File: config.mk
export PLATFORM = sky130hd
export DESIGN_NAME = core_bus_arbiter
export DESIGN_NICKNAME = d
export VERILOG_FILES = /design/src/rtl/core_bus_arbiter.sv
export SDC_FILE = /design/constraint.sdc
export NUM_CORES = 1
export LEC_CHECK = 0
export BUFFER_PORTS_ARGS = -buffer_cell sky130_fd_sc_hd__buf_2
export CORE_ASPECT_RATIO = 1.75
export CORE_UTILIZATION = 46
export DETAILED_ROUTE_END_ITERATION = 10
export GPL_ROUTABILITY_DRIVEN = 0
export MAX_ROUTING_LAYER = met4
export PLACE_DENSITY = 0.82
export SLEW_MARGIN = 20
export SYNTH_ARGS = -nofsm -noshare
export SYNTH_HDL_FRONTEND = slang
export SYNTH_SLANG_ARGS = --single-unit
File: constraint.sdc
create_clock -name clk -period 2.05 [get_ports clk]
set_clock_uncertainty 0.2 [all_clocks]
set_input_delay 0 -clock clk [delete_from_list [all_inputs] [get_ports clk]]
set_output_delay 0 -clock clk [all_outputs]
set_load 0.05 [all_outputs]
File: src/rtl/core_bus_arbiter.sv
// Arbitrates the core's fetch (ibus) and data (dbus) requests onto one memory port.
// Latency: addr_ok at T, m_valid at T+1, data_ok at T+2 at best; one transaction in flight.
// Backpressure: new requests are accepted only in IDLE; m_valid holds until m_ready.
//
// Ports:
//   clk, resetn                      clock, synchronous active-low reset
//   i_valid/i_addr -> i_addr_ok      fetch request handshake
//   i_data_ok/i_rdata                fetch response (one-cycle pulse)
//   d_valid/d_addr/d_size/d_strobe/d_wdata -> d_addr_ok   data request handshake
//   d_data_ok/d_rdata                data response (one-cycle pulse, also for writes)
//   m_valid/m_addr/m_size/m_strobe/m_wdata, m_ready       memory request channel
//   m_rvalid/m_rdata                 memory response channel
module core_bus_arbiter #(
  parameter int unsigned STARVE_LIMIT = 4
) (
  input  logic        clk,
  input  logic        resetn,
  input  logic        i_valid,
  input  logic [31:0] i_addr,
  output logic        i_addr_ok,
  output logic        i_data_ok,
  output logic [31:0] i_rdata,
  input  logic        d_valid,
  input  logic [31:0] d_addr,
  input  logic [2:0]  d_size,
  input  logic [3:0]  d_strobe,
  input  logic [31:0] d_wdata,
  output logic        d_addr_ok,
  output logic        d_data_ok,
  output logic [31:0] d_rdata,
  output logic        m_valid,
  output logic [31:0] m_addr,
  output logic [2:0]  m_size,
  output logic [3:0]  m_strobe,
  output logic [31:0] m_wdata,
  input  logic        m_ready,
  input  logic        m_rvalid,
  input  logic [31:0] m_rdata
);

  // Size code for a full 32-bit word access; fetches are always full words.
  localparam logic [2:0] MSIZE4 = 3'd2;
  localparam logic [3:0] LIMIT  = 4'(STARVE_LIMIT);

  typedef enum logic [1:0] {
    S_IDLE,
    S_REQ,
    S_RESP,
    S_DONE
  } state_t;

  typedef enum logic [1:0] {
    OWN_NONE,
    OWN_I,
    OWN_D
  } owner_t;

  state_t      state_q,     state_d;
  owner_t      owner_q,     owner_d;
  logic [3:0]  cnt_q,       cnt_d;
  logic        m_valid_q,   m_valid_d;
  logic [31:0] m_addr_q,    m_addr_d;
  logic [2:0]  m_size_q,    m_size_d;
  logic [3:0]  m_strobe_q,  m_strobe_d;
  logic [31:0] m_wdata_q,   m_wdata_d;
  logic        i_data_ok_q, i_data_ok_d;
  logic        d_data_ok_q, d_data_ok_d;
  logic [31:0] i_rdata_q,   i_rdata_d;
  logic [31:0] d_rdata_q,   d_rdata_d;

  logic in_idle;
  logic grant_d;
  logic grant_i;
  logic starved;

  // Grants are combinational so addr_ok lands in the same cycle as the request.
  // Gating with resetn keeps addr_ok low while reset is held.
  assign in_idle = resetn && (state_q == S_IDLE);
  assign starved = i_valid && (cnt_q == LIMIT);
  assign grant_d = in_idle && d_valid && !starved;
  assign grant_i = in_idle && i_valid && !grant_d;

  assign i_addr_ok = grant_i;
  assign d_addr_ok = grant_d;

  assign m_valid   = m_valid_q;
  assign m_addr    = m_addr_q;
  assign m_size    = m_size_q;
  assign m_strobe  = m_strobe_q;
  assign m_wdata   = m_wdata_q;
  assign i_data_ok = i_data_ok_q;
  assign d_data_ok = d_data_ok_q;
  assign i_rdata   = i_rdata_q;
  assign d_rdata   = d_rdata_q;

  always_comb begin
    state_d     = state_q;
    owner_d     = owner_q;
    cnt_d       = cnt_q;
    m_valid_d   = m_valid_q;
    m_addr_d    = m_addr_q;
    m_size_d    = m_size_q;
    m_strobe_d  = m_strobe_q;
    m_wdata_d   = m_wdata_q;
    i_data_ok_d = 1'b0;
    d_data_ok_d = 1'b0;
    i_rdata_d   = i_rdata_q;
    d_rdata_d   = d_rdata_q;

    unique case (state_q)
      S_IDLE: begin
        if (grant_d) begin
          state_d    = S_REQ;
          owner_d    = OWN_D;
          m_valid_d  = 1'b1;
          m_addr_d   = d_addr;
          m_size_d   = d_size;
          m_strobe_d = d_strobe;
          m_wdata_d  = d_wdata;
          // Count dbus wins only while a fetch is actually waiting.
          if (i_valid) begin
            cnt_d = (cnt_q >= LIMIT) ? LIMIT : cnt_q + 4'd1;
          end else begin
            cnt_d = 4'd0;
          end
        end else if (grant_i) begin
          state_d    = S_REQ;
          owner_d    = OWN_I;
          m_valid_d  = 1'b1;
          m_addr_d   = i_addr;
          m_size_d   = MSIZE4;
          m_strobe_d = 4'b0000;
          m_wdata_d  = 32'd0;
          cnt_d      = 4'd0;
        end
      end

      S_REQ: begin
        if (m_ready) begin
          m_valid_d = 1'b0;
          if (m_rvalid) begin
            state_d     = S_DONE;
            i_data_ok_d = (owner_q == OWN_I);
            d_data_ok_d = (owner_q == OWN_D);
            if (owner_q == OWN_I) i_rdata_d = m_rdata;
            if (owner_q == OWN_D) d_rdata_d = m_rdata;
          end else begin
            state_d = S_RESP;
          end
        end
      end

      S_RESP: begin
        if (m_rvalid) begin
          state_d     = S_DONE;
          i_data_ok_d = (owner_q == OWN_I);
          d_data_ok_d = (owner_q == OWN_D);
          if (owner_q == OWN_I) i_rdata_d = m_rdata;
          if (owner_q == OWN_D) d_rdata_d = m_rdata;
        end
      end

      S_DONE: begin
        // data_ok was raised on entry; it drops here after exactly one cycle.
        state_d = S_IDLE;
        owner_d = OWN_NONE;
      end

      default: begin
        state_d = S_IDLE;
        owner_d = OWN_NONE;
      end
    endcase
  end

  // Synchronous reset also aborts an in-flight transaction: the FSM returns to
  // IDLE, so a late m_rvalid finds no owner and is dropped.
  always_ff @(posedge clk) begin
    if (!resetn) begin
      state_q     <= S_IDLE;
      owner_q     <= OWN_NONE;
      cnt_q       <= 4'd0;
      m_valid_q   <= 1'b0;
      m_addr_q    <= 32'd0;
      m_size_q    <= 3'd0;
      m_strobe_q  <= 4'd0;
      m_wdata_q   <= 32'd0;
      i_data_ok_q <= 1'b0;
      d_data_ok_q <= 1'b0;
      i_rdata_q   <= 32'd0;
      d_rdata_q   <= 32'd0;
    end else begin
      state_q     <= state_d;
      owner_q     <= owner_d;
      cnt_q       <= cnt_d;
      m_valid_q   <= m_valid_d;
      m_addr_q    <= m_addr_d;
      m_size_q    <= m_size_d;
      m_strobe_q  <= m_strobe_d;
      m_wdata_q   <= m_wdata_d;
      i_data_ok_q <= i_data_ok_d;
      d_data_ok_q <= d_data_ok_d;
      i_rdata_q   <= i_rdata_d;
      d_rdata_q   <= d_rdata_d;
    end
  end

endmodule

=== Word-level counts from Yosys, hierarchy flattened ===
Index checks and enable logic that the tools add are counted.

* Register bits after elaboration: 146
* Bits of input ports: 141
* Output and inout port bits: 140
* Word-level logic and storage cells: 78

* Add/subtract/negate cells: 1
* Magnitude comparators: 1
* Equal/unequal tests: 9
* Multiplexer cells: 37
* Reduce and logical (&&, ||, !) cells: 18

{| class="wikitable"
|+ Operator list
! kind !! number
|-
| $mux 32 || 10
|-
| $pmux 32 s2 || 2
|-
| $mux 4 || 5
|-
| $mux 2 || 5
|-
| $mux 1 || 8
|-
| $pmux 2 s4 || 1
|-
| $reduce_bool 2->1 || 4
|-
| $eq 2x2->1 const B || 3
|-
| $logic_and 1x1->1 || 6
|-
| $mux 3 || 2
|-
| $pmux 1 s2 || 3
|-
| $reduce_and 2->1 || 3
|-
| $reduce_and 3->1 || 2
|-
| $add 4x1->4 const B || 1
|-
| $eq 2x1->1 const B || 2
|-
| $eq 4x3->1 const B || 1
|-
| $ge 4x3->1 const B || 1
|-
| $ne 2x2->1 const B || 2
|-
| $pmux 2 s2 || 1
|-
| $ne 3x3->1 const B || 1
|-
| $logic_not 1->1 || 2
|-
| $logic_not 2->1 || 1
|}

=== Longest topological paths before layout ===
Gate-level depths: netlist (run 1).

* Word-level depth: 9
* Depth in mapped cells: 8
* Gate-level depth less buffers: 5

=== Worst setup path after synthesis (run 1) ===
No wires, ideal clock.

* Path type: flip-flop to flip-flop
* From: register state_q[1]
* To: register i_rdata_q[11] (netlist: i_rdata[11])
* Arrival: 1504 ps
* Data required time: 1718 ps
* Path slack: 213 ps
* Cell stages (with the launch flop): 9
* Path buffers: 3
* Period minus slack after synthesis: 1837 ps
* Cell sequence: dfxtp_1 > inv_1 > ha_1 > buf_2 > mux2_2 > buf_4 > buf_2 > nand3_1 > a21oi_1

* Cells in the longest elaborated chain, start to end: 3
* Elaborated cells between the ends (all ways): 6
* Those cells by class: eq/ne: 3; mux: 1; reduce/logical: 2

{| class="wikitable"
|+ Ends and longest elaborated chain
! item !! RTL line !! RTL
|-
| start: declaration || 58 || <nowiki>state_t state_q, state_d;</nowiki>
|-
| start signal: assignment || 193 || <nowiki>state_q <= state_d;</nowiki>
|-
| $eq 2x1->1 / $eq 2x2->1 (equally long branches) || 110 || <nowiki>unique case (state_q)</nowiki>
|-
| $ne 2x2->1 (no line) / $reduce_bool 2->1 (equally long branches) || n/a ||
|-
| $reduce_and 2->1 (no line) || n/a ||
|-
| end signal: assignment || 203 || <nowiki>i_rdata_q <= i_rdata_d;</nowiki>
|-
| end: declaration || 68 || <nowiki>logic [31:0] i_rdata_q, i_rdata_d;</nowiki>
|}

Several ways; a longest one is shown, not always the timed one.
A chain may end at the register's enable or synchronous reset.

=== Worst setup path in the final report (run 1) ===
* From: register cnt_q[0]
* To: output port i_addr_ok

* Cells in the longest elaborated chain, start to end: 6

{| class="wikitable"
|+ Ends and longest elaborated chain
! item !! RTL line !! RTL
|-
| start: declaration || 60 || <nowiki>logic [3:0] cnt_q, cnt_d;</nowiki>
|-
| start signal: assignment || 195 || <nowiki>cnt_q <= cnt_d;</nowiki>
|-
| $eq 4x3->1 || 79 || <nowiki>assign starved = i_valid && (cnt_q == LIMIT);</nowiki>
|-
| $logic_and 1x1->1 || 79 ||
|-
| $logic_not 1->1 || 80 || <nowiki>assign grant_d = in_idle && d_valid && !starved;</nowiki>
|-
| $logic_and 1x1->1 || 80 ||
|-
| $logic_not 1->1 || 81 || <nowiki>assign grant_i = in_idle && i_valid && !grant_d;</nowiki>
|-
| $logic_and 1x1->1 || 81 ||
|-
| end: declaration || 20 || <nowiki>output logic i_addr_ok,</nowiki>
|}

Every way passes these cells.

==> results.md, run 1 <==
* Critical path cell sequence: inv_1, ha_2, nand4b_4, a21o_4, buf_12, inv_2, buf_8
* DRT met1 WL at 8.48 mm
* Status: completed
* Initial DRC Count at 445
* Initial Util at 47.5%
* Worst setup startpoint: cnt_q[0]
* IO Pins at 281
* CP max FO at 15
* Met3 wire len at 2.04 mm
* TritonCTS clock tree: done
* Area after DPL at 0.00735 mm2
* PwrDens at 1250 mW/mm2
* Async SR Flop Fraction at 0%
* Area delta synth->final at 64.5%
* Skew-Pair Late Insertion Delay at 410 ps
* Worst setup EP type: primary output
* Largest family of logic cells by synthesized area: compound AO/OA/AOI/OAI gates
* Routed vias at 7051
* Drt total wl at 24.7 mm
* Slew HR at 67.8%
* Clock sink count at 146
* Via density at 5.90
* Clock Tree Buf Depth at 2
* Num rows at 53
* Fmax at 493 MHz
* Fin. Hold Viols at 0
* Share of the synthesized area in the top cell type at 50.7%
* CTS clk-pin slew, worst paths at 60 ps
* Largest cells by area after synthesis: dfxtp_1, o221a_1, a21oi_1, a32oi_1, nand3_1
* Min-delay src: d_addr[11]
* Adder-cell area share of the yosys netlist at 1.52%
* Top sig layer: met4
* Family with the most delay on the worst path: buffers and inverters
* Design Area, Final at 0.00948 mm2
* Routed wl met2 at 12.4 mm
* Most used DFF post-synth: dfxtp_1
* R2r startpoint: state_q[1]
* Cells after synthesis at 615
* Die X at 86.6 um
* Number of global-route vias before repair at 7157
* Avg Inst Size Synth at 9.37 um2
* Max stage delay on crit path at 350 ps
* First-pass GRT wire length at 36.2 mm
* # Max-Cap Violations at 0
* Worst min path class: primary input to flip-flop
* Synth area leader: dfxtp_1
* Syn nets at 763
* Yosys reg bits at 146
* CP max-delay cell: dfxtp_1
* DRC at 0
* Worst-Margin Slew at 478 ps
* Fin. max-slew vios at 0
* PortBufs at 280
* Minimum clock period after layout at 2030 ps
* Routed len/inst at 20.7 um
* Largest net degree at the start of global routing at 48
* Worst path bufs/invs at 4
* Synth Area in Simple Gates at 11.4%
* Sequential share of the synthesized area at 50.7%
* # nets final at 1163
* Die Outline Area at 0.0130 mm2
* Final Setup Violations at 0
* Antenna violations before repair at 3
* Worst Path Required at 1850 ps
* CTS H-Tree Depth at 4
* Core Util, Final at 78.1%
* Layout cells sized above 1 at 34.6%
* Most frequent cells in the layout: buf_2, dfxtp_1, dlygate4sd3_1, a21oi_1
* Final Cycle Share at 99.0%
* Post-Synth XOR/XNOR Area at 0%
* Multiplexer share of the synthesized area at 0.586%
* CTS Buf Count at 17
* YS warnings at 0
* Critical path class: flip-flop to primary output
* Core footprint at 0.0121 mm2
* Final ANT Viol Nets at 0
* Leakage at 0.00415 uW
* All-layer global routing usage at 37.6%
* Worst Path Arrival at 1830 ps
* CTS root buffer: clkbuf_16
* Synth cell types at 38
* Dpl hpwl at 12.2 mm
* Total negative setup slack at 0 ps
* GRT Residual Overflow at 0
* Drt first pass iters at 5
* Die Ht at 150 um
* Compound-Gate Fraction of Synth Area at 30.2%
* Peak VDD IR at 0.00109 V
* Post-synth EDFFs at 0
* CP Launch Type: flip-flop
* Most common cell after layout, fill and taps aside: buf_2
* Cell Area, Synth at 0.00576 mm2
==> cells in the mapped netlist, types with 2 or more instances <==
cell type and number:
a21oi_1 69, and3_1 2, nor2_1 43, and3b_1 2, ha_1 7, o21ai_0 66
o21a_1 33, buf_2 26, a21o_1 2, nand2_1 5, o21ai_1 2, a32oi_1 39
inv_2 3, nand4_1 3, nand3b_1 3, and2_1 2, dfxtp_1 146, clkbuf_1 41
nand2b_1 2, inv_1 4, nand3_1 66, o221a_1 33
==> timing repair <==
action                                  4_1_cts  5_1_grt
pin swaps                                     0        2
endpoints found under the hold margin       145        0
gates resized for setup                       7        9
cloned                                        0        2
endpoints found under the setup margin        2       11
buffers inserted                              0        2
hold buffers                                140        0
==> power breakdown <==
| part | switching (uW) | internal (uW) | leakage, uW |
|---|---|---|---|
| Combinational | 3450 | 1610 | 0.00266 |
| Clock | 1350 | 1840 | 0.000295 |
| Sequential | 302 | 3300 | 0.00119 |
| Total | 5100 | 6750 | 0.00415 |
==> flip-flops by register name, summed over array words and instances (netlist names) <==
signal / cells
m_valid: 1
cnt_q: 4
state_q: 2
d_rdata: 32
i_rdata: 32
owner_q: 2
i_data_ok: 1
d_data_ok: 1
m_wdata: 32
m_addr: 32
m_strobe: 4
m_size: 3
==> cell type report <==
cell class	instances	area (um2)
Antenna cell	3	7.51
Sequential cell	146	2920
Inverter	7	27.5
Multi-Input combinational cell	393	2550
Tap cell	165	206
Timing Repair Buffer	450	3170
Clock inverter	15	173
Fill cell	745	2660
Clock buffer	17	425
==> per-stage QoR <==
stage	worst slack, ps	hold WS [ps]	power [uW]	std cells
floorplan	213	-52.3	6910	615
global placement	180	47.9	8040	1017
detailed placement	124	62.3	8100	1017
CTS	19.5	157	11500	1189
global route	-23.6	182	12300	1196
finish	20.4	184	11900	1196
==> tightest hold or removal path, delay by kind of cell <==
| family | cells | cell delay (ps) |
|---|---|---|
| AOI/OAI and AO/OA | 1 | 150 |
| buffers and inverters | 2 | 620 |
==> path summary, 6_finish.rpt <==
| check | to | slack (ps) | cells after the start |
|---|---|---|---|
| worst min register to register | d_rdata[24] | 270 | 2 |
| worst min-delay path | m_addr[11] | 180 | 3 |
| worst max-delay path | i_addr_ok | 20 | 7 |
| worst max register to register | m_strobe[1] | 80 | 6 |
==> kinds of logic (layout without fill, tap and decap cells) <==
family                   count (synthesis)  count (layout)
buffers and inverters                   76             489
multiplexers                             2               2
adder cells (fa/ha/maj)                  7               7
AO/OA/AOI/OAI                          252             252
other                                    0               3
AND/OR/NAND/NOR                        132             132
flip-flops                             146             146
==> per-layer routing <==
metal,GRT usage [%],vias up
met1,37.6,3247
li1,-,3110
met4,27.2,0
met5,-,-
met3,9.82,162
met2,62.7,532
Power figures use the tool's default switching activity.
==> inputs of run 2 (changes only) <==
- MAX_ROUTING_LAYER: met4 -> default
==> results.md, run 2 (synthesis results as in run 1) <==
* Worst path bufs/invs at 4
* TritonCTS clock tree: done
* IO Pins at 281
* Die X at 86.6 um
* DRC at 0
* Overall Power at 11800 uW
* Largest net degree at the start of global routing at 48
* # nets final at 1163
* Core footprint at 0.0121 mm2
* Drt total wl at 24.8 mm
* Worst Path Arrival at 1820 ps
* Die Ht at 150 um
* Worst setup EP type: primary output
* Final Setup Violations at 0
* CP max-delay cell: dfxtp_1
* Fin. max-slew vios at 0
* Clk pwr share at 26.9%
* Most frequent cells in the layout: buf_2, dfxtp_1, dlygate4sd3_1, a21oi_1
* Family with the most delay on the worst path: buffers and inverters
* Fin. Hold Viols at 0
* Pre-CTS setup slack at 124 ps
* Total negative setup slack at 0 ps
* Initial DRC Count at 516
* Initial Util at 47.5%
* Leakage at 0.00415 uW
* Area after DPL at 0.00735 mm2
* PwrDens at 1250 mW/mm2
* Skew-Pair Late Insertion Delay at 410 ps
* Worst-Margin Slew at 456 ps
* Peak VDD IR at 0.00109 V
* Dpl hpwl at 12.2 mm
* Design Area, Final at 0.00947 mm2
* First-pass GRT wire length at 36.4 mm
* Register area at 0.00292 mm2
* CP max FO at 15
* P_int at 6740 uW
* Critical path class: flip-flop to primary output
* CP Launch Type: flip-flop
* Worst min path class: primary input to flip-flop
* GRT Residual Overflow at 0
* CTS Buf Count at 17
* Layout cells sized above 1 at 34.6%
* Antenna violations before repair at 2
* Routed len/inst at 20.7 um
* Flop pwr share at 30.5%
* # Max-Cap Violations at 0
* Max stage delay on crit path at 340 ps
* PortBufs at 280
* Most common cell after layout, fill and taps aside: buf_2
* CTS clk-pin slew, worst paths at 60 ps
* Fill cells at 746
* Fmax at 495 MHz
* CTS root buffer: clkbuf_16
* Footprint of the multi-input gates at 0.00255 mm2
* Slew HR at 69.3%
* Status: completed
* Final std cells w/o fill at 1195
* Critical path cell sequence: inv_1, ha_2, nand4b_4, a21o_4, buf_12, inv_2, buf_8
* Via density at 5.90
* Final Cycle Share at 98.5%
* Routed vias at 7056
* Worst Path Required at 1850 ps
* All-layer global routing usage at 36.6%
* Final ANT Viol Nets at 0
* Clock sink count at 146
* Sw Ratio at 43.1%
* Minimum clock period after layout at 2020 ps
* Drt first pass iters at 5
* Comb pwr share at 42.7%
* Placed insts at 1017
* CTS H-Tree Depth at 4
* Clock Tree Buf Depth at 2
* Post-route setup slack at 31.4 ps
* Die Outline Area at 0.0130 mm2
* Area delta synth->final at 64.4%
* Net Switching at 5100 uW
* Number of global-route vias before repair at 7171
* Num rows at 53
-- run 2: final timing paths --
path,from,end,slack (ps),depth (start not counted)
setup / recovery,cnt_q[0],i_addr_ok,30,7
hold / removal,d_addr[11],m_addr[11],190,3
setup reg to reg,state_q[1],cnt_q[2],90,6
hold reg to reg,d_rdata[24],d_rdata[24],270,2
-- run 2: layer usage --
layer | GRT usage (%) | vias to the layer above | wire (um)
li1 | - | 3110 | -
met1 | 37.1 | 3267 | 8500
met2 | 62.6 | 533 | 12400
met3 | 10.6 | 146 | 2110
met4 | 27.3 | 0 | 1800
met5 | 0 | - | 0
-- run 2: cell type report --
class | instances | share of cell area (%)
Timing Repair Buffer | 450 | 33.4
Inverter | 7 | 0.291
Clock inverter | 15 | 1.82
Tap cell | 165 | 2.18
Antenna cell | 2 | 0.0528
Multi-Input combinational cell | 393 | 26.9
Clock buffer | 17 | 4.49
Sequential cell | 146 | 30.9
-- run 2: timing repair --
action	in CTS	in global routing
gates resized for setup	7	8
pin swaps	0	2
endpoints found under the hold margin	145	0
cloned	0	2
setup endpoints to repair	2	11
hold buffers	140	0
buffers inserted	0	2
-- run 2: tightest hold or removal path: stages --
cell           delay [ps]
dlygate4sd3_1         520
buf_2                 100
o221a_1               150
-- run 2: power by group through the flow --
stage | Sequential [uW] | Combinational (uW) | Clock, uW
global route | 3640 | 5300 | 3340
finish | 3610 | 5050 | 3180
floorplan | 5060 | 1850 | 0
CTS | 3540 | 4760 | 3200
detailed placement | 3600 | 4500 | 0
global placement | 3590 | 4460 | 0
-- run 2: stage by stage --
step                utilization (%)  hold WS, ps
global placement               60.5         47.9
finish                         78.1          189
floorplan                         -        -52.3
detailed placement             60.5         62.3
global route                   78.1          182
CTS                            77.2          157
